File: src/rtl/lia_sram_if.sv
// lia_sram_if: asynchronous SRAM write-port bundle between the logger (master) and the memory (slave).
interface lia_sram_if;
  logic [19:0] addr;
  logic [15:0] dq_out;
  logic dq_oe, ce_n, we_n, oe_n, lb_n, ub_n;
  modport master(output addr, dq_out, dq_oe, ce_n, we_n, oe_n, lb_n, ub_n);
  modport slave(input addr, dq_out, dq_oe, ce_n, we_n, oe_n, lb_n, ub_n);
endinterface

File: src/rtl/lia_sram_logger.sv
// lia_sram_logger: 8-channel lock-in sample logger writing tagged records into an SRAM ring.
// Define LIA_LOG_TSTAMP_EN to append a 16-bit load timestamp as a 4th record word.
module lia_sram_logger #(
  parameter int DEPTH_WORDS = 1048560,
  parameter int WE_CYCLES = 2
) (
  input  logic clk_clk,
  input  logic reset_reset_n,
  input  logic [7:0] ch_valid,
  input  logic [127:0] ch_x,
  input  logic [127:0] ch_y,
  input  logic log_enable,
  input  logic log_clear,
  lia_sram_if.master sram,
  output logic [19:0] wr_ptr,
  output logic wrapped,
  output logic [15:0] overflow_count,
  output logic busy
);
`ifdef LIA_LOG_TSTAMP_EN
  localparam int W = 4;
`else
  localparam int W = 3;
`endif
  typedef enum logic [1:0] {IDLE, SETUP, PULSE, HOLD} state_t;
  state_t state_q, state_d;
  logic [7:0] full_q, full_d;
  logic [15:0] x_q [8];
  logic [15:0] x_d [8];
  logic [15:0] y_q [8];
  logic [15:0] y_d [8];
  logic [2:0] last_q, last_d, g_q, g_d, gnt;
  logic [1:0] widx_q, widx_d;
  logic [3:0] cnt_q, cnt_d;
  logic [11:0] seq_q, seq_d;
  logic [19:0] ptr_q, ptr_d;
  logic wrap_q, wrap_d, clrp_q, clrp_d;
  logic [15:0] ovf_q, ovf_d;
  logic clr, rel_last;
  logic [3:0] ndrop;
  logic [16:0] ovf_sum;
  logic [15:0] word;
`ifdef LIA_LOG_TSTAMP_EN
  logic [15:0] ts_q, ts_d;
  logic [15:0] tcap_q [8];
  logic [15:0] tcap_d [8];
`endif
  always_comb begin
    gnt = last_q;
    for (int k = 7; k >= 0; k--)
      if (full_q[last_q + 3'(k + 1)]) gnt = last_q + 3'(k + 1);
    state_d = state_q;
    g_d = g_q;
    last_d = last_q;
    widx_d = widx_q;
    cnt_d = cnt_q;
    seq_d = seq_q;
    ptr_d = ptr_q;
    wrap_d = wrap_q;
    clrp_d = clrp_q | log_clear;
    clr = 1'b0;
    rel_last = 1'b0;
    case (state_q)
      IDLE: begin
        if (clrp_q || log_clear) begin
          clr = 1'b1;
          clrp_d = 1'b0;
          seq_d = '0;
          ptr_d = '0;
          wrap_d = 1'b0;
        end else if (log_enable && |full_q) begin
          state_d = SETUP;
          g_d = gnt;
          last_d = gnt;
          widx_d = '0;
        end
      end
      SETUP: begin
        state_d = PULSE;
        cnt_d = '0;
      end
      PULSE: begin
        cnt_d = cnt_q + 4'd1;
        state_d = (cnt_q == 4'(WE_CYCLES - 1)) ? HOLD : PULSE;
      end
      default: begin
        ptr_d = (ptr_q == 20'(DEPTH_WORDS - 1)) ? '0 : ptr_q + 20'd1;
        wrap_d = wrap_q | (ptr_q == 20'(DEPTH_WORDS - 1));
        rel_last = (widx_q == 2'(W - 1));
        state_d = rel_last ? IDLE : SETUP;
        widx_d = rel_last ? widx_q : widx_q + 2'd1;
        seq_d = rel_last ? seq_q + 12'd1 : seq_q;
      end
    endcase
    ndrop = '0;
    for (int i = 0; i < 8; i++) begin
      x_d[i] = x_q[i];
      y_d[i] = y_q[i];
`ifdef LIA_LOG_TSTAMP_EN
      tcap_d[i] = tcap_q[i];
`endif
      // a release and a new strobe in the same cycle refill the register
      full_d[i] = full_q[i] & ~(rel_last && g_q == 3'(i));
      if (ch_valid[i] && !full_d[i]) begin
        full_d[i] = 1'b1;
        x_d[i] = ch_x[16*i +: 16];
        y_d[i] = ch_y[16*i +: 16];
`ifdef LIA_LOG_TSTAMP_EN
        tcap_d[i] = ts_q;
`endif
      end else if (ch_valid[i]) ndrop = ndrop + 4'd1;
      if (clr) full_d[i] = 1'b0;
    end
    ovf_sum = {1'b0, ovf_q} + {13'd0, ndrop};
    ovf_d = clr ? '0 : ovf_sum[16] ? 16'hFFFF : ovf_sum[15:0];
`ifdef LIA_LOG_TSTAMP_EN
    ts_d = clr ? '0 : ts_q + 16'd1;
    word = widx_q == 2'd0 ? {1'b1, g_q, seq_q} : widx_q == 2'd1 ? x_q[g_q] :
           widx_q == 2'd2 ? y_q[g_q] : tcap_q[g_q];
`else
    word = widx_q == 2'd0 ? {1'b1, g_q, seq_q} : widx_q == 2'd1 ? x_q[g_q] : y_q[g_q];
`endif
  end
  always_ff @(posedge clk_clk or negedge reset_reset_n) begin
    if (!reset_reset_n) begin
      state_q <= IDLE;
      full_q <= '0;
      last_q <= 3'd7;
      g_q <= '0;
      widx_q <= '0;
      cnt_q <= '0;
      seq_q <= '0;
      ptr_q <= '0;
      wrap_q <= 1'b0;
      clrp_q <= 1'b0;
      ovf_q <= '0;
      for (int i = 0; i < 8; i++) begin
        x_q[i] <= '0;
        y_q[i] <= '0;
      end
    end else begin
      state_q <= state_d;
      full_q <= full_d;
      last_q <= last_d;
      g_q <= g_d;
      widx_q <= widx_d;
      cnt_q <= cnt_d;
      seq_q <= seq_d;
      ptr_q <= ptr_d;
      wrap_q <= wrap_d;
      clrp_q <= clrp_d;
      ovf_q <= ovf_d;
      x_q <= x_d;
      y_q <= y_d;
    end
  end
`ifdef LIA_LOG_TSTAMP_EN
  always_ff @(posedge clk_clk or negedge reset_reset_n) begin
    if (!reset_reset_n) begin
      ts_q <= '0;
      for (int i = 0; i < 8; i++) tcap_q[i] <= '0;
    end else begin
      ts_q <= ts_d;
      tcap_q <= tcap_d;
    end
  end
`endif
  assign busy = state_q != IDLE;
  assign sram.addr = busy ? ptr_q : '0;
  assign sram.dq_out = busy ? word : '0;
  assign sram.dq_oe = busy;
  assign sram.ce_n = ~busy;
  assign sram.we_n = state_q != PULSE;
  assign sram.oe_n = 1'b1;
  assign sram.lb_n = ~busy;
  assign sram.ub_n = ~busy;
  assign wr_ptr = ptr_q;
  assign wrapped = wrap_q;
  assign overflow_count = ovf_q;
endmodule

File: src/flat_wrapper.sv
// flat-port wrapper written by rule: the top's interface ports become plain ports
module lia_sram_logger_flat 
#(
  parameter int DEPTH_WORDS = 1048560,
  parameter int WE_CYCLES = 2
)
  (clk_clk, reset_reset_n, ch_valid, ch_x, ch_y, log_enable, log_clear, wr_ptr, wrapped, overflow_count, busy, sram_addr, sram_dq_out, sram_dq_oe, sram_ce_n, sram_we_n, sram_oe_n, sram_lb_n, sram_ub_n);
  lia_sram_if sram_i ();
  input  logic clk_clk;
  input  logic reset_reset_n;
  input  logic [7:0] ch_valid;
  input  logic [127:0] ch_x;
  input  logic [127:0] ch_y;
  input  logic log_enable;
  input  logic log_clear;
  output logic [19:0] wr_ptr;
  output logic wrapped;
  output logic [15:0] overflow_count;
  output logic busy;
  output wire logic [$bits(sram_i.addr)-1:0] sram_addr;
  output wire logic [$bits(sram_i.dq_out)-1:0] sram_dq_out;
  output wire logic [$bits(sram_i.dq_oe)-1:0] sram_dq_oe;
  output wire logic [$bits(sram_i.ce_n)-1:0] sram_ce_n;
  output wire logic [$bits(sram_i.we_n)-1:0] sram_we_n;
  output wire logic [$bits(sram_i.oe_n)-1:0] sram_oe_n;
  output wire logic [$bits(sram_i.lb_n)-1:0] sram_lb_n;
  output wire logic [$bits(sram_i.ub_n)-1:0] sram_ub_n;
  assign sram_addr = sram_i.addr;
  assign sram_dq_out = sram_i.dq_out;
  assign sram_dq_oe = sram_i.dq_oe;
  assign sram_ce_n = sram_i.ce_n;
  assign sram_we_n = sram_i.we_n;
  assign sram_oe_n = sram_i.oe_n;
  assign sram_lb_n = sram_i.lb_n;
  assign sram_ub_n = sram_i.ub_n;
  lia_sram_logger #(.DEPTH_WORDS(DEPTH_WORDS), .WE_CYCLES(WE_CYCLES)) u_core (.clk_clk(clk_clk), .reset_reset_n(reset_reset_n), .ch_valid(ch_valid), .ch_x(ch_x), .ch_y(ch_y), .log_enable(log_enable), .log_clear(log_clear), .sram(sram_i), .wr_ptr(wr_ptr), .wrapped(wrapped), .overflow_count(overflow_count), .busy(busy));
endmodule
File: config.mk
export PLATFORM = sky130hd
export DESIGN_NAME = lia_sram_logger_flat
export DESIGN_NICKNAME = d
export VERILOG_FILES = /design/src/rtl/lia_sram_if.sv /design/src/rtl/lia_sram_logger.sv /design/src/flat_wrapper.sv
export SDC_FILE = /design/constraint.sdc
export NUM_CORES = 1
export LEC_CHECK = 0
export ABC_AREA = 1
export ABC_CLOCK_PERIOD_IN_PS = 6170
export BUFFER_PORTS_ARGS = -buffer_cell sky130_fd_sc_hd__buf_2
export CAP_MARGIN = 20
export CELL_PAD_IN_SITES_DETAIL_PLACEMENT = 1
export CELL_PAD_IN_SITES_GLOBAL_PLACEMENT = 1
export CORE_UTILIZATION = 38
export DETAILED_ROUTE_END_ITERATION = 8
export GPL_TIMING_DRIVEN = 0
export PLACE_DENSITY = 0.8
export SKIP_CTS_REPAIR_TIMING = 1
export SLEW_MARGIN = 10
export SYNTH_ARGS = -nofsm -noshare
export SYNTH_HDL_FRONTEND = slang
export SYNTH_SLANG_ARGS = --single-unit
File: constraint.sdc
create_clock -name clk_clk -period 6.17 [get_ports clk_clk]
set_input_delay 0.9255 -clock clk_clk [delete_from_list [all_inputs] [get_ports clk_clk]]
set_output_delay 0.9255 -clock clk_clk [all_outputs]
set_load 0.01 [all_outputs]
Word level (Yosys, flattened, before mapping)
Cells that the tools add are included.
- bits in registers: 328
- output and inout port bits: 80
- logic and storage cells: 222
- add/subtract/negate cells: 19
- $lt $le $gt $ge: 8
- eq/ne operators: 18
- mux-type cells: 88
- bitwise logic cells: 22
- reduce and logical (&&, ||, !) cells: 40
- operators by type and width (operator ; number):
    two-way mux 16 bit ; 9
    binary-select mux 16 bit (select 3 bit) ; 2
    two-way mux 20 bit ; 3
    two-way mux 4 bit ; 15
    case mux 20 bit (2 select lines) ; 1
    adder 4 x 1 -> 4 bit, second input constant ; 8
    two-way mux 1 bit ; 32
    < comparator 3 x 4 -> 1 bit, second input constant ; 7
    two-way mux 12 bit ; 2
    case mux 12 bit (2 select lines) ; 1
    binary-select mux 1 bit (select 3 bit) ; 7
    two-way mux 3 bit ; 7
    adder 20 x 1 -> 20 bit, second input constant ; 1
    == test 20 bit, second input constant ; 1
    adder 16 x 4 -> 17 bit ; 1
    logical AND 1 bit ; 17
    adder 12 x 1 -> 12 bit, second input constant ; 1
    adder 3 bit, second input constant ; 4
    == test 3 bit, second input constant ; 4
    NOT 1 bit ; 11
    two-way mux 2 bit ; 5
    AND 1 bit ; 8
    logical NOT 1 bit ; 8
    case mux 4 bit (2 select lines) ; 1
    other kinds (26) ; 39

Longest topological paths before layout
Gate-level depths: netlist (run 1).
- word-level depth: 33
- depth in mapped cells: 45
- gate-level depth less buffers: 45

Least setup slack after synthesis (run 1)
OpenSTA, ideal clock, no wires.
- path type: flip-flop to flip-flop
- start point: register u_core.widx_q[0]
- end point: register u_core.ovf_q[15], in the netlist u_core.overflow_count[15]
- setup time: 63 ps
- arrival time: 6163 ps
- required time: 6107 ps
- slack: -57 ps
- stages on the path, launching flop included: 43
- path buffers: 1
- path through: dfrtp_1 -> inv_1 -> ha_1 -> nand2_1 -> nor2_2 -> nand2_1 -> nand3_1 -> inv_1 -> ha_1 -> nand2_2 -> nand2_1 -> ha_1 -> nand2_1 -> o21ai_1 -> or2_1 -> nand2_1 -> inv_1 -> ha_1 -> (+7 left out) -> or2_2 -> nand2_1 -> inv_1 -> ha_1 -> nand2_1 -> o21ai_1 -> inv_1 -> fa_1 -> nor2_1 -> a211oi_1 -> nor3_1 -> nand3_1 -> nor3_1 -> nand2_1 -> clkbuf_1 -> o31ai_1 -> o21ai_0 -> inv_1
- cells in the longest elaborated chain, start to end: 32
- elaborated cells between the ends (all ways): 67
- classes of those cells: 8 x add/sub; 1 x eq/ne; 18 x mux; 16 x bitwise; 24 x reduce/logical
- RTL lines (what ; RTL line ; source):
    from (decl) ; lia_sram_logger.sv:33 ; logic [1:0] widx_q, widx_d;
    from (signal assigned) ; lia_sram_logger.sv:146 ; widx_q <= widx_d;
    == test 2 bit (*) ; lia_sram_logger.sv:89 ; rel_last = (widx_q == 2'(W - 1));
    two-way mux 1 bit (*) ; lia_sram_logger.sv:63 ; case (state_q)
    logical AND 1 bit ; lia_sram_logger.sv:103 ; full_d[i] = full_q[i] & ~(rel_last && g_q == 3'(i));
    NOT 1 bit ; lia_sram_logger.sv:103 ;
    AND 1 bit ; lia_sram_logger.sv:103 ;
    logical NOT 1 bit ; lia_sram_logger.sv:104 ; if (ch_valid[i] && !full_d[i]) begin
    logical AND 1 bit ; lia_sram_logger.sv:104 ;
    two-way mux 4 bit ; lia_sram_logger.sv:104 ;
    (+16 left out) ; -- ;
    two-way mux 4 bit ; lia_sram_logger.sv:111 ; end else if (ch_valid[i]) ndrop = ndrop + 4'd1;
    two-way mux 4 bit ; lia_sram_logger.sv:104 ;
    adder 4 x 1 -> 4 bit ; lia_sram_logger.sv:111 ;
    two-way mux 4 bit ; lia_sram_logger.sv:111 ;
    two-way mux 4 bit (*) ; lia_sram_logger.sv:104 ;
    adder 16 x 4 -> 17 bit (*) ; lia_sram_logger.sv:114 ; ovf_sum = {1'b0, ovf_q} + {13'd0, ndrop};
    two-way mux 16 bit (*) (2 in series) ; lia_sram_logger.sv:115 ; ovf_d = clr ? '0 : ovf_sum[16] ? 16'hFFFF : ovf_sum[15:0];
    via u_core.ovf_d[15] ; lia_sram_logger.sv:38 ; logic [15:0] ovf_q, ovf_d;
    to (signal assigned) ; lia_sram_logger.sv:152 ; ovf_q <= ovf_d;
    to (decl) ; lia_sram_logger.sv:38 ;
The timed path passes the listed nets; every way through them passes the cells marked *.
A chain may end at the register's enable or synchronous reset.

Final worst setup path (run 1)
Same ends and word-level chain as after synthesis.

==> results by group, run 1 <==
Status
  – Status: complete, no violations

Floorplanning
  – Site row count: 76
  – IO Pins: 348
  – Die area: 44390 um2
  – Die width: 210.7 um
  – Core area: 42980 um2
  – Starting Density: 38.51%
  – Die Span Y: 210.7 um

Setup path
  – CP endpoint kind: flip-flop
  – Critical Path Start Type: flip-flop
  – CP Buf/Inv Count: 9
  – CP max FO: 4
  – CP peak stage delay: 0.39 ns
  – Crit Path Class: reg -> reg
  – Worst EP required: 6.67 ns
  – Worst Path Arrival: 6.48 ns
  – Critical path's slowest cell: dfrtp_1
  – Top delay family on crit path: simple AND/OR/NAND/NOR gates

Clock tree
  – Worst-path clk slew: 0.06 ns
  – CTS Buf Count: 40
  – Clk_lat worst skew: 0.57 ns
  – Clock Root Buffer: clkbuf_16
  – H-tree levels: 2
  – Sink Count: 328
  – CTS max path bufs: 3
  – TritonCTS clock tree: built

Synthesis
  – Register area share after synthesis: 49.61%
  – Synth cell types: 54
  – Avg Inst Size Synth: 9.109 um2
  – Top post-synthesis cells by area: dfrtp_1 (49%), mux2_2 (11%), nand2_1 (7.2%), inv_1 (4.6%), a21oi_1 (4.0%)
  – Share of Yosys cell area claimed by the top area cell type: 49.14%
  – EDFF count, synth: 0
  – Asr flop ratio synth: 100.0%
  – Ys Warns: 0
  – Gate Count Post-Synth: 1817
  – Yosys reg bits: 328
  – Mapped Area: 16550 um2
  – Post-synth top area cell: dfrtp_1
  – Synth Net Count: 2108
  – Most used DFF post-synth: dfrtp_1

STA
  – Slew HR: 31.42%
  – Worst Tran Pin Value: 1.029 ns
  – Fin. Hold Viols: 0
  – Final setup viols: 0
  – Final min period: 5.982 ns
  – Final period utilization: 96.96%
  – Worst setup margin: 0.1877 ns
  – Fmax: 0.1672 GHz
  – Max-slew violations: 0
  – Clock skew: 0.02131 ns
  – Hold slack: 0.1707 ns

Finish
  – Nets@finish: 2518
  – Syn-to-layout area delta: 26.92%
  – Layout cells sized above 1: 30.88%
  – Fillers: 5099

Route
  – DRC: 0
  – Detailed Route WL: 64.15 mm
  – Starting DRC count in detailed routing: 983
  – Antenna viol nets, final: 0
  – DRT Pass-1 Iters: 5
  – Vias per cell: 5.420
  – Routed via count: 15436
  – Wire per inst: 22.52 um

Global route
  – Vias in the first global route: 16583
  – Antenna violations before repair: 9
  – Overall routing resource usage: 28.79%
  – First-pass GRT wire length: 96.52 mm
  – Pin count of the biggest net entering global routing: 102
  – Overflow after GRT: 0

Placed design
  – Placement Setup Slack: -1.052 ns
  – GP Congestion: 0.9211
  – Port buffer count: 346
  – Final HPWL DP: 48.59 mm

Flow run
  – Max Cap Viol: 0

Power
  – Combinational power share: 48.0%
  – Pwr Total: 12220 uW
  – Sw power: 5325 uW
  – Switching Fraction: 43.57%
  – Leakage power: 0.01025 uW
  – Clock power share: 21.8%
  – Power per cell area: 581.8 nW/um2
  – Seq pwr share: 30.2%
  – Int Power: 6897 uW
  – Worst vdd ir: 0.0002800 V

Worst hold path
  – Worst Hold Class: in -> async
-- registers in the layout, indices dropped and copies added (netlist names) --
register,count
u_core.y_q,128
u_core.widx_q,2
u_core.clrp_q,1
u_core.g_q,3
u_core.cnt_q,4
u_core.wr_ptr,20
u_core.seq_q,12
u_core.wrapped,1
u_core.state_q,2
u_core.x_q,128
u_core.overflow_count,16
u_core.last_q,3
u_core.full_q,8
-- layout by cell type, fill, tap and decap left out, types with 5 or more instances in the layout --
cell and count:
clkbuf_16 41, o211ai_1 12, nand2_2 21, nand2_1 307, clkinv_2 8, a22oi_1 36
o22ai_1 34, bufinv_16 9, buf_2 346, mux2_2 162, diode_2 6, a221oi_1 34
o21ai_0 54, clkbuf_1 68, nor2_4 5, ha_4 7, buf_1 21, inv_2 15
xor2_1 15, buf_4 22, a21oi_1 131, nor4_1 6, nand2_4 11, clkbuf_8 5
nand4_1 18, or2_2 5, nand3_1 80, inv_1 197, nor3_1 24, nand3_2 7
ha_1 15, dfrtp_1 325, nor2_1 149
-- Yosys cell counts (21+ instances only) --
cell type  instances
clkbuf_1          63
nand2_1          316
nor2_1           149
o22ai_1           34
mux2_2           162
nor3_1            28
dfrtp_1          325
inv_1            205
ha_1              22
nand3_1           84
a221oi_1          34
o21ai_0           56
a21oi_1          132
buf_1             21
a22oi_1           36
-- final timing paths --
check / start / slack, ns / cells after the start / end
worst max-delay path: u_core.widx_q[0] / 0.19 / 44 / u_core.overflow_count[15]
worst min-delay path: reset_reset_n / 0.17 / 1 / u_core.wr_ptr[12]
worst max register to register: u_core.widx_q[0] / 0.19 / 44 / u_core.overflow_count[15]
worst min register to register: u_core.wrapped / 0.49 / 2 / u_core.wrapped
max in group asynchronous: reset_reset_n / 4.49 / 4 / u_core.y_q[124]
min in group clk_clk: u_core.wrapped / 0.49 / 2 / u_core.wrapped
-- worst register-to-register path, delay by kind of cell, from the launching register on --
| kind | cells | cell delay [ns] |
|---|---|---|
| simple gates | 22 | 2.68 |
| fa+ha+maj | 7 | 1.57 |
| compound gates | 5 | 0.68 |
| buf+inv | 9 | 0.57 |
| flops | 1 | 0.39 |
| xor+xnor | 1 | 0.08 |
-- cell families (layout without fill, tap and decap cells) --
logic type      count (synthesis)  after routing  share of synthesized area, %
fa+ha+maj                      23             23                         1.784
flops                         328            328                         49.61
other cells                     1              7                       0.02266
mux                           162            162                         11.02
compound gates                330            330                         12.20
xor+xnor                       19             19                         1.096
buf+inv                       304            744                         6.993
simple gates                  650            650                         17.27
-- layout make-up --
cell class	count	area, um2	share of cell area [%]
diodes	6	15.01	0.07148
clock inverters	20	365.4	1.739
repair buffers	368	1987	9.459
plain buffers	89	357.8	1.703
flip-flops and latches	328	8212	39.09
multi-input cells	1185	7413	35.29
well taps	585	732.0	3.484
inverters	215	807.0	3.842
clock buffers	52	1117	5.319
-- stage by stage --
step / setup TNS, ns / instances / util, % / cell area (um2)
floorplan: 0 / 1817 / - / 16560
global placement: -688.27 / 2748 / 44.25 / 19020
detailed placement: -14.66 / 2752 / 44.53 / 19140
CTS: -15.36 / 2824 / 47.98 / 20620
global route: -0.4440 / 2846 / 48.86 / 21000
finish: 0 / 2848 / 48.87 / 21010
-- power by group through the flow --
stage               sequential [uW]  clock (uW)  combinational [uW]
floorplan                      3500           0                3590
global placement               3610           0                5310
detailed placement             3690           0                5540
CTS                            3670        2690                5600
global route                   3790        2790                6380
finish                         3690        2660                5870
-- per-layer routing --
layer,wire length (um),global-route usage (%)
met1,26640,36.59
met2,30610,47.47
met3,3942,5.233
met4,2897,13.67
met5,58,0
(Power assumes the default switching activity.)
==> run 2: changes to the inputs <==
BUFFER_PORTS_ARGS = -buffer_cell sky130_fd_sc_hd__clkbuf_2   (was -buffer_cell sky130_fd_sc_hd__buf_2)
==> results by group, run 2 (synthesis gave the netlist of run 1 again) <==
Setup path
  – Worst R2R End: u_core.overflow_count[15]
  – Critical Path Start Type: flip-flop
  – CP peak stage delay: 0.39 ns (about the same)
  – Reg2reg path depth: 41 (-6.8%)
  – CP max FO: 10 (+6)
  – Setup slack, reg-to-reg: 0.14 ns (-0.04 ns)
  – Crit Path Class: reg -> reg
  – Reg2reg start: u_core.widx_q[0]
  – Crit-path most repeated cell: nand2_2
  – Worst EP required: 6.66 ns (about the same)
  – Critical path's slowest cell: dfrtp_1
  – Worst Path Arrival: 6.52 ns (+0.04 ns)
  – CP endpoint kind: flip-flop

Clock tree
  – TritonCTS clock tree: built
  – H-tree levels: 2 (unchanged)
  – Clk_lat worst skew: 0.56 ns (about the same)
  – CTS max path bufs: 3 (unchanged)
  – Sink Count: 328 (unchanged)
  – Worst-path clk slew: 0.06 ns (about the same)
  – CTS Buf Count: 38 (-5.0%)
  – Clock Root Buffer: clkbuf_16

Power
  – Seq pwr share: 30.9% (+0.7 points)
  – Worst vdd ir: 0.0002889 V (+3.2%)
  – Combinational power share: 49.2% (+1.2 points)
  – Leakage power: 0.01020 uW (-0.48%)
  – Switching Fraction: 44.35% (+0.78 points)
  – Power per cell area: 572.9 nW/um2 (-1.5%)
  – Sw power: 5299 uW (-0.47%)
  – Clock power share: 19.9% (-1.9 points)
  – Int Power: 6651 uW (-3.6%)

Route
  – Antenna viol nets, final: 0 (unchanged)
  – Routed via count: 15360 (-0.49%)
  – DRC: 0 (unchanged)
  – Detailed Route WL: 63.97 mm (-0.28%)
  – Starting DRC count in detailed routing: 1111 (+13%)
  – DRT Pass-1 Iters: 5 (unchanged)
  – Wire per inst: 22.48 um (-0.18%)
  – Vias per cell: 5.399 (-0.39%)

Global route
  – Overall routing resource usage: 28.48% (-0.31 points)
  – Overflow after GRT: 0 (unchanged)
  – First-pass GRT wire length: 95.34 mm (-1.2%)
  – Most used routing layer: met2
  – Pin count of the biggest net entering global routing: 89 (-13%)
  – M1 GR Usage: 36.62% (about the same)
  – Antenna violations before repair: 7 (-2)
  – Met2 usage: 46.94% (-0.52 points)
  – Met3 Usage GRT: 5.070% (-0.16 points)
  – Vias in the first global route: 16363 (-1.3%)

Placed design
  – Final HPWL DP: 48.87 mm (+0.56%)
  – Inst Count DP: 2752 (unchanged)
  – GP Congestion: 0.9224 (+0.14%)
  – Port buffer count: 346 (unchanged)
  – Placement Setup Slack: -1.054 ns (-0.001780 ns)

Finish
  – Finished Layout Cells: 2845 (-0.11%)
  – Nets@finish: 2518 (unchanged)
  – Layout cells sized above 1: 30.84% (-0.044 points)
  – FF+latch area: 8212 um2 (unchanged)
  – Most frequent cells in the layout: clkbuf_2 (345), dfrtp_1 (325), nand2_1 (305)
  – Syn-to-layout area delta: 26.04%
  – Fillers: 5083 (-0.31%)
  – Final Core Density: 48.53% (-0.34 points)
  – Multi-input gate area: 7425 um2 (+0.15%)
  – Most common cell after layout, fill and taps aside: clkbuf_2

STA
  – Slew HR: 33.06% (+1.6 points)
  – Final setup viols: 0 (unchanged)
  – Worst setup margin: 0.1441 ns (-0.04359 ns)
  – Worst Tran Pin Value: 1.004 ns (-0.02459 ns)
  – Max-slew violations: 0 (unchanged)
  – Fmax: 0.1660 GHz (-0.72%)
  – Final min period: 6.026 ns (+0.04359 ns)
  – Fin. Hold Viols: 0 (unchanged)
  – Clock skew: 0.01374 ns (-0.007574 ns)
  – Hold slack: 0.2694 ns (+0.09876 ns)
  – Setup TNS: 0 ns (unchanged)
  – Final period utilization: 97.66% (+0.71 points)

Floorplanning
  – Die Span Y: 210.7 um (unchanged)
  – Die width: 210.7 um (unchanged)
  – Die area: 44390 um2 (unchanged)
  – IO Pins: 348 (unchanged)
  – Starting Density: 38.51% (unchanged)
  – Core area: 42980 um2 (unchanged)
  – Site row count: 76 (unchanged)

Flow run
  – Max Cap Viol: 0 (unchanged)

Worst hold path
  – Worst Hold Class: in -> async

Status
  – Status: complete, no violations
[run 2: cell count changes in the layout (fill, tap and decap cells not counted), moves of 3 or more]
cell | before | now
buf_2 | 346 | 1
clkbuf_2 | 0 | 345
clkbuf_8 | 5 | 15
bufinv_16 | 9 | 2
clkinv_2 | 8 | 4
diode_2 | 6 | 3
[run 2: cell type report]
class,count,area share (%)
flip-flops and latches,328,39.37
multi-input cells,1185,35.59
repair buffers,370,9.591
clock buffers,61,5.746
inverters,215,3.869
well taps,585,3.509
plain buffers,89,1.715
clock inverters,9,0.5758
diodes,3,0.03599
[run 2: worst max-delay path: cells and delay by family (launching register included)]
family          cells  cell delay (ns)
compound gates      6             0.63
fa+ha+maj           6             1.39
buf+inv             8             0.69
flops               1             0.39
simple gates       21             2.85
[run 2: power groups by stage]
| stage | clock network, uW | registers (uW) | logic, uW |
|---|---|---|---|
| after CTS | 2410 | 3670 | 5600 |
| after global placement | 0 | 3620 | 5310 |
| after detailed placement | 0 | 3690 | 5550 |
| final | 2380 | 3690 | 5880 |
| after global routing | 2490 | 3780 | 6360 |
| after floorplan | 0 | 3500 | 3590 |
[run 2: worst max path at each step]
stage	startpoint	to	slack [ns]	depth (start not counted)
finish	u_core.widx_q[0]	u_core.overflow_count[15]	0.14	41
global route	u_core.widx_q[0]	u_core.overflow_count[15]	-0.18	41
CTS	u_core.widx_q[0]	u_core.overflow_count[15]	-1.11	42
detailed placement	u_core.widx_q[0]	u_core.overflow_count[15]	-1.05	42
global placement	reset_reset_n	u_core.x_q[86]	-2.95	1
floorplan	u_core.widx_q[0]	u_core.overflow_count[15]	0.06	42
[run 2: per-stage QoR]
step / instance area (um2) / total power, uW
3_5_place_dp: 19140 / 9238
2_1_floorplan: 16560 / 7086
5_1_grt: 20860 / 12620
6_report: 20860 / 11950
4_1_cts: 20460 / 11680
3_3_place_gp: 19020 / 8929
[run 2: metal layers]
layer | wire [um] | vias up
li1 | - | 6899
met1 | 26580 | 7748
met2 | 30560 | 565
met3 | 4214 | 142
met4 | 2577 | 6
met5 | 39 | -
==> run 3: changes to the inputs <==
ABC_AREA = default   (was 1)
CORE_UTILIZATION = 40   (was 38)
HOLD_SLACK_MARGIN = 0.12   (was default)
PLACE_DENSITY = 0.79   (was 0.8)
==> results by group, run 3 <==
Clock tree
  – Clk_lat worst skew: 0.55 ns (about the same)
  – H-tree levels: 2 (unchanged)
  – TritonCTS clock tree: built
  – CTS max path bufs: 3 (unchanged)
  – Clock Root Buffer: clkbuf_16
  – CTS Buf Count: 38 (unchanged)
  – Worst-path clk slew: 0.06 ns (about the same)
  – Sink Count: 328 (unchanged)

Synthesis
  – Asr flop ratio synth: 100.0% (unchanged)
  – Most used DFF post-synth: dfrtp_1
  – Gate Count Post-Synth: 1262 (-31%)
  – Most common cell in the synthesized netlist: dfrtp_1
  – Avg Inst Size Synth: 13.17 um2 (+45%)
  – Synth Net Count: 1553 (-26%)
  – Ys Warns: 0 (unchanged)
  – Post-synth top area cell: dfrtp_1
  – Register area share after synthesis: 49.39% (-0.22 points)
  – Synth cell types: 61 (+13%)
  – Top post-synthesis cells by area: dfrtp_1 (49%), mux2_2 (18%), mux4_2 (12%), ha_1 (1.7%), nor2_1 (1.5%)
  – Yosys reg bits: 328 (unchanged)
  – Share of Yosys cell area claimed by the top area cell type: 48.92% (-0.22 points)
  – EDFF count, synth: 0 (unchanged)
  – Top post-synthesis cells by count: dfrtp_1 (325), mux2_2 (262), mux4_2 (88)
  – Mapped Area: 16630 um2 (+0.45%)

Global route
  – First-pass GRT wire length: 84.14 mm (-12%)
  – Pin count of the biggest net entering global routing: 107 (+20%)
  – Antenna violations before repair: 12 (+5)
  – Overall routing resource usage: 27.04% (-1.4 points)
  – Overflow after GRT: 0 (unchanged)
  – Vias in the first global route: 13754 (-16%)

Setup path
  – Top delay family on crit path: adder cells
  – CP max FO: 5 (-5)
  – CP peak stage delay: 0.43 ns (+0.04 ns)
  – Setup slack, reg-to-reg: -0.04 ns (-0.18 ns)
  – Crit Path Class: reg -> reg
  – CP Buf/Inv Count: 4 (-4)
  – Worst Path Arrival: 6.67 ns (+0.15 ns)
  – Worst EP required: 6.63 ns (-0.03 ns)
  – Critical Path Start Type: flip-flop
  – CP endpoint kind: flip-flop
  – Critical path's slowest cell: dfrtp_2

STA
  – Worst setup margin: -0.03625 ns (-0.1803 ns)
  – Worst Tran Pin Value: 1.076 ns (+0.07209 ns)
  – Final period utilization: 100.6% (+2.9 points)
  – Final min period: 6.206 ns (+0.1803 ns)
  – Clock skew: 0.01077 ns (-0.002968 ns)
  – Unrepaired setup endpoints after global routing: yes
  – Max-slew violations: 0 (unchanged)
  – Final setup viols: 6 (+6)
  – Fmax: 0.1611 GHz (-2.9%)
  – Slew HR: 27.59% (-5.5 points)
  – Fin. Hold Viols: 0 (unchanged)

Power
  – Leakage power: 0.009286 uW (-8.9%)
  – Power per cell area: 568.4 nW/um2 (-0.78%)
  – Worst vdd ir: 0.0003037 V (+5.1%)

Floorplanning
  – Die width: 205.9 um (-2.3%)
  – Die area: 42380 um2 (-4.5%)
  – Site row count: 74 (-2.6%)
  – IO Pins: 348 (unchanged)
  – Core area: 40920 um2 (-4.8%)
  – Starting Density: 40.63% (+2.1 points)
  – Die Span Y: 205.9 um (-2.3%)

Finish
  – Final Core Density: 50.84% (+2.3 points)
  – Syn-to-layout area delta: 25.14%
  – Post-route cell area: 20810 um2 (-0.26%)
  – Most frequent cells in the layout: clkbuf_2 (345), dfrtp_1 (324), mux2_2 (261)
  – Most common cell after layout, fill and taps aside: clkbuf_2
  – Nets@finish: 1963 (-22%)
  – Layout cells sized above 1: 49.62% (+19 points)

Route
  – Antenna viol nets, final: 0 (unchanged)
  – Routed via count: 12425 (-19%)
  – Starting DRC count in detailed routing: 629 (-43%)
  – DRT Pass-1 Iters: 5 (unchanged)
  – DRC: 0 (unchanged)
  – Detailed Route WL: 56.62 mm (-11%)
  – Vias per cell: 5.547 (+2.7%)
  – Wire per inst: 25.28 um (+12%)

Status
  – Status: complete, but fails checks
  – Failing checks: setup timing

Placed design
  – Final HPWL DP: 42.78 mm (-12%)
  – Port buffer count: 346 (unchanged)
  – GP Congestion: 0.8112 (-12%)
  – Area after DPL: 19140 um2 (about the same)

Flow run
  – Max Cap Viol: 0 (unchanged)

Worst hold path
  – Worst Hold Class: in -> async
## run 3: cell count changes after synthesis, sizes merged, moves of 34 or more
| cell | delta |
|---|---|
| nand2 | -275 |
| mux4 | +88 |
| inv | -184 |
| nor2 | -89 |
| a22oi | -34 |
| nand3 | -59 |
| a221oi | -34 |
| mux2 | +101 |
| a21oi | -91 |
## run 3: layout make-up
cell class                 count  area (um2)
antenna                       13       32.53
inverter                      28       105.1
clock inverter                 9       81.33
multi-input combinational    831        8227
sequential                   328        8213
tap                          532       665.6
clock buffer                  54        1122
fill                        4335       20120
buffer                        74       332.8
timing repair buffer         371        2026
## run 3: report_power, final
| group | internal (uW) | switching (uW) | leakage, uW |
|---|---|---|---|
| Combinational | 2850 | 2980 | 0.00474 |
| Clock | 1300 | 908 | 0.000599 |
| Sequential | 3140 | 649 | 0.00395 |
| Total | 7290 | 4540 | 0.00929 |
## run 3: path summary, 6_finish.rpt
path / from / end / cells after the start
worst max-delay path: u_core.widx_q[0] / u_core.overflow_count[8] / 32
worst min-delay path: reset_reset_n / u_core.x_q[8] / 1
worst max register to register: u_core.widx_q[0] / u_core.overflow_count[8] / 32
worst min register to register: u_core.cnt_q[3] / u_core.cnt_q[3] / 1
max in group asynchronous: reset_reset_n / u_core.overflow_count[7] / 2
min in group clk_clk: u_core.cnt_q[3] / u_core.cnt_q[3] / 1
## run 3: metal layers
metal / track usage [%] / vias to the layer above / wire [um]
met3: 7.206 / 115 / 3527
met5: 0 / - / 56
met1: 31.93 / 6465 / 21590
met4: 11.45 / 8 / 2242
met2: 46.40 / 382 / 29200
li1: - / 5455 / -
## run 3: logic make-up (layout without fill, tap and decap cells)
logic type / after synthesis / after routing / share of synthesized area, %
other: 1 / 14 / 0.02256
and+or+nand+nor: 255 / 255 / 7.533
adders and majority gates: 23 / 23 / 1.776
DFF: 328 / 328 / 49.39
buffers and inverters: 103 / 536 / 2.483
AOI/OAI and AO/OA: 131 / 131 / 4.922
xor gates and xnor gates: 46 / 46 / 2.672
muxes: 375 / 375 / 31.20
## run 3: per-stage QoR
stage               setup TNS [ns]  setup WS [ns]  instances  power, uW  hold slack [ns]
global route                -5.342        -0.3764       2234      12460           0.4207
CTS                         -20.05         -1.409       2208      11650           0.4004
global placement           -994.81         -3.052       2140       9061           0.4805
detailed placement          -19.27         -1.355       2145       9387           0.4774
finish                     -0.1014       -0.03625       2240      11830           0.3919
floorplan                        0       0.005472       1262       7402           0.4528
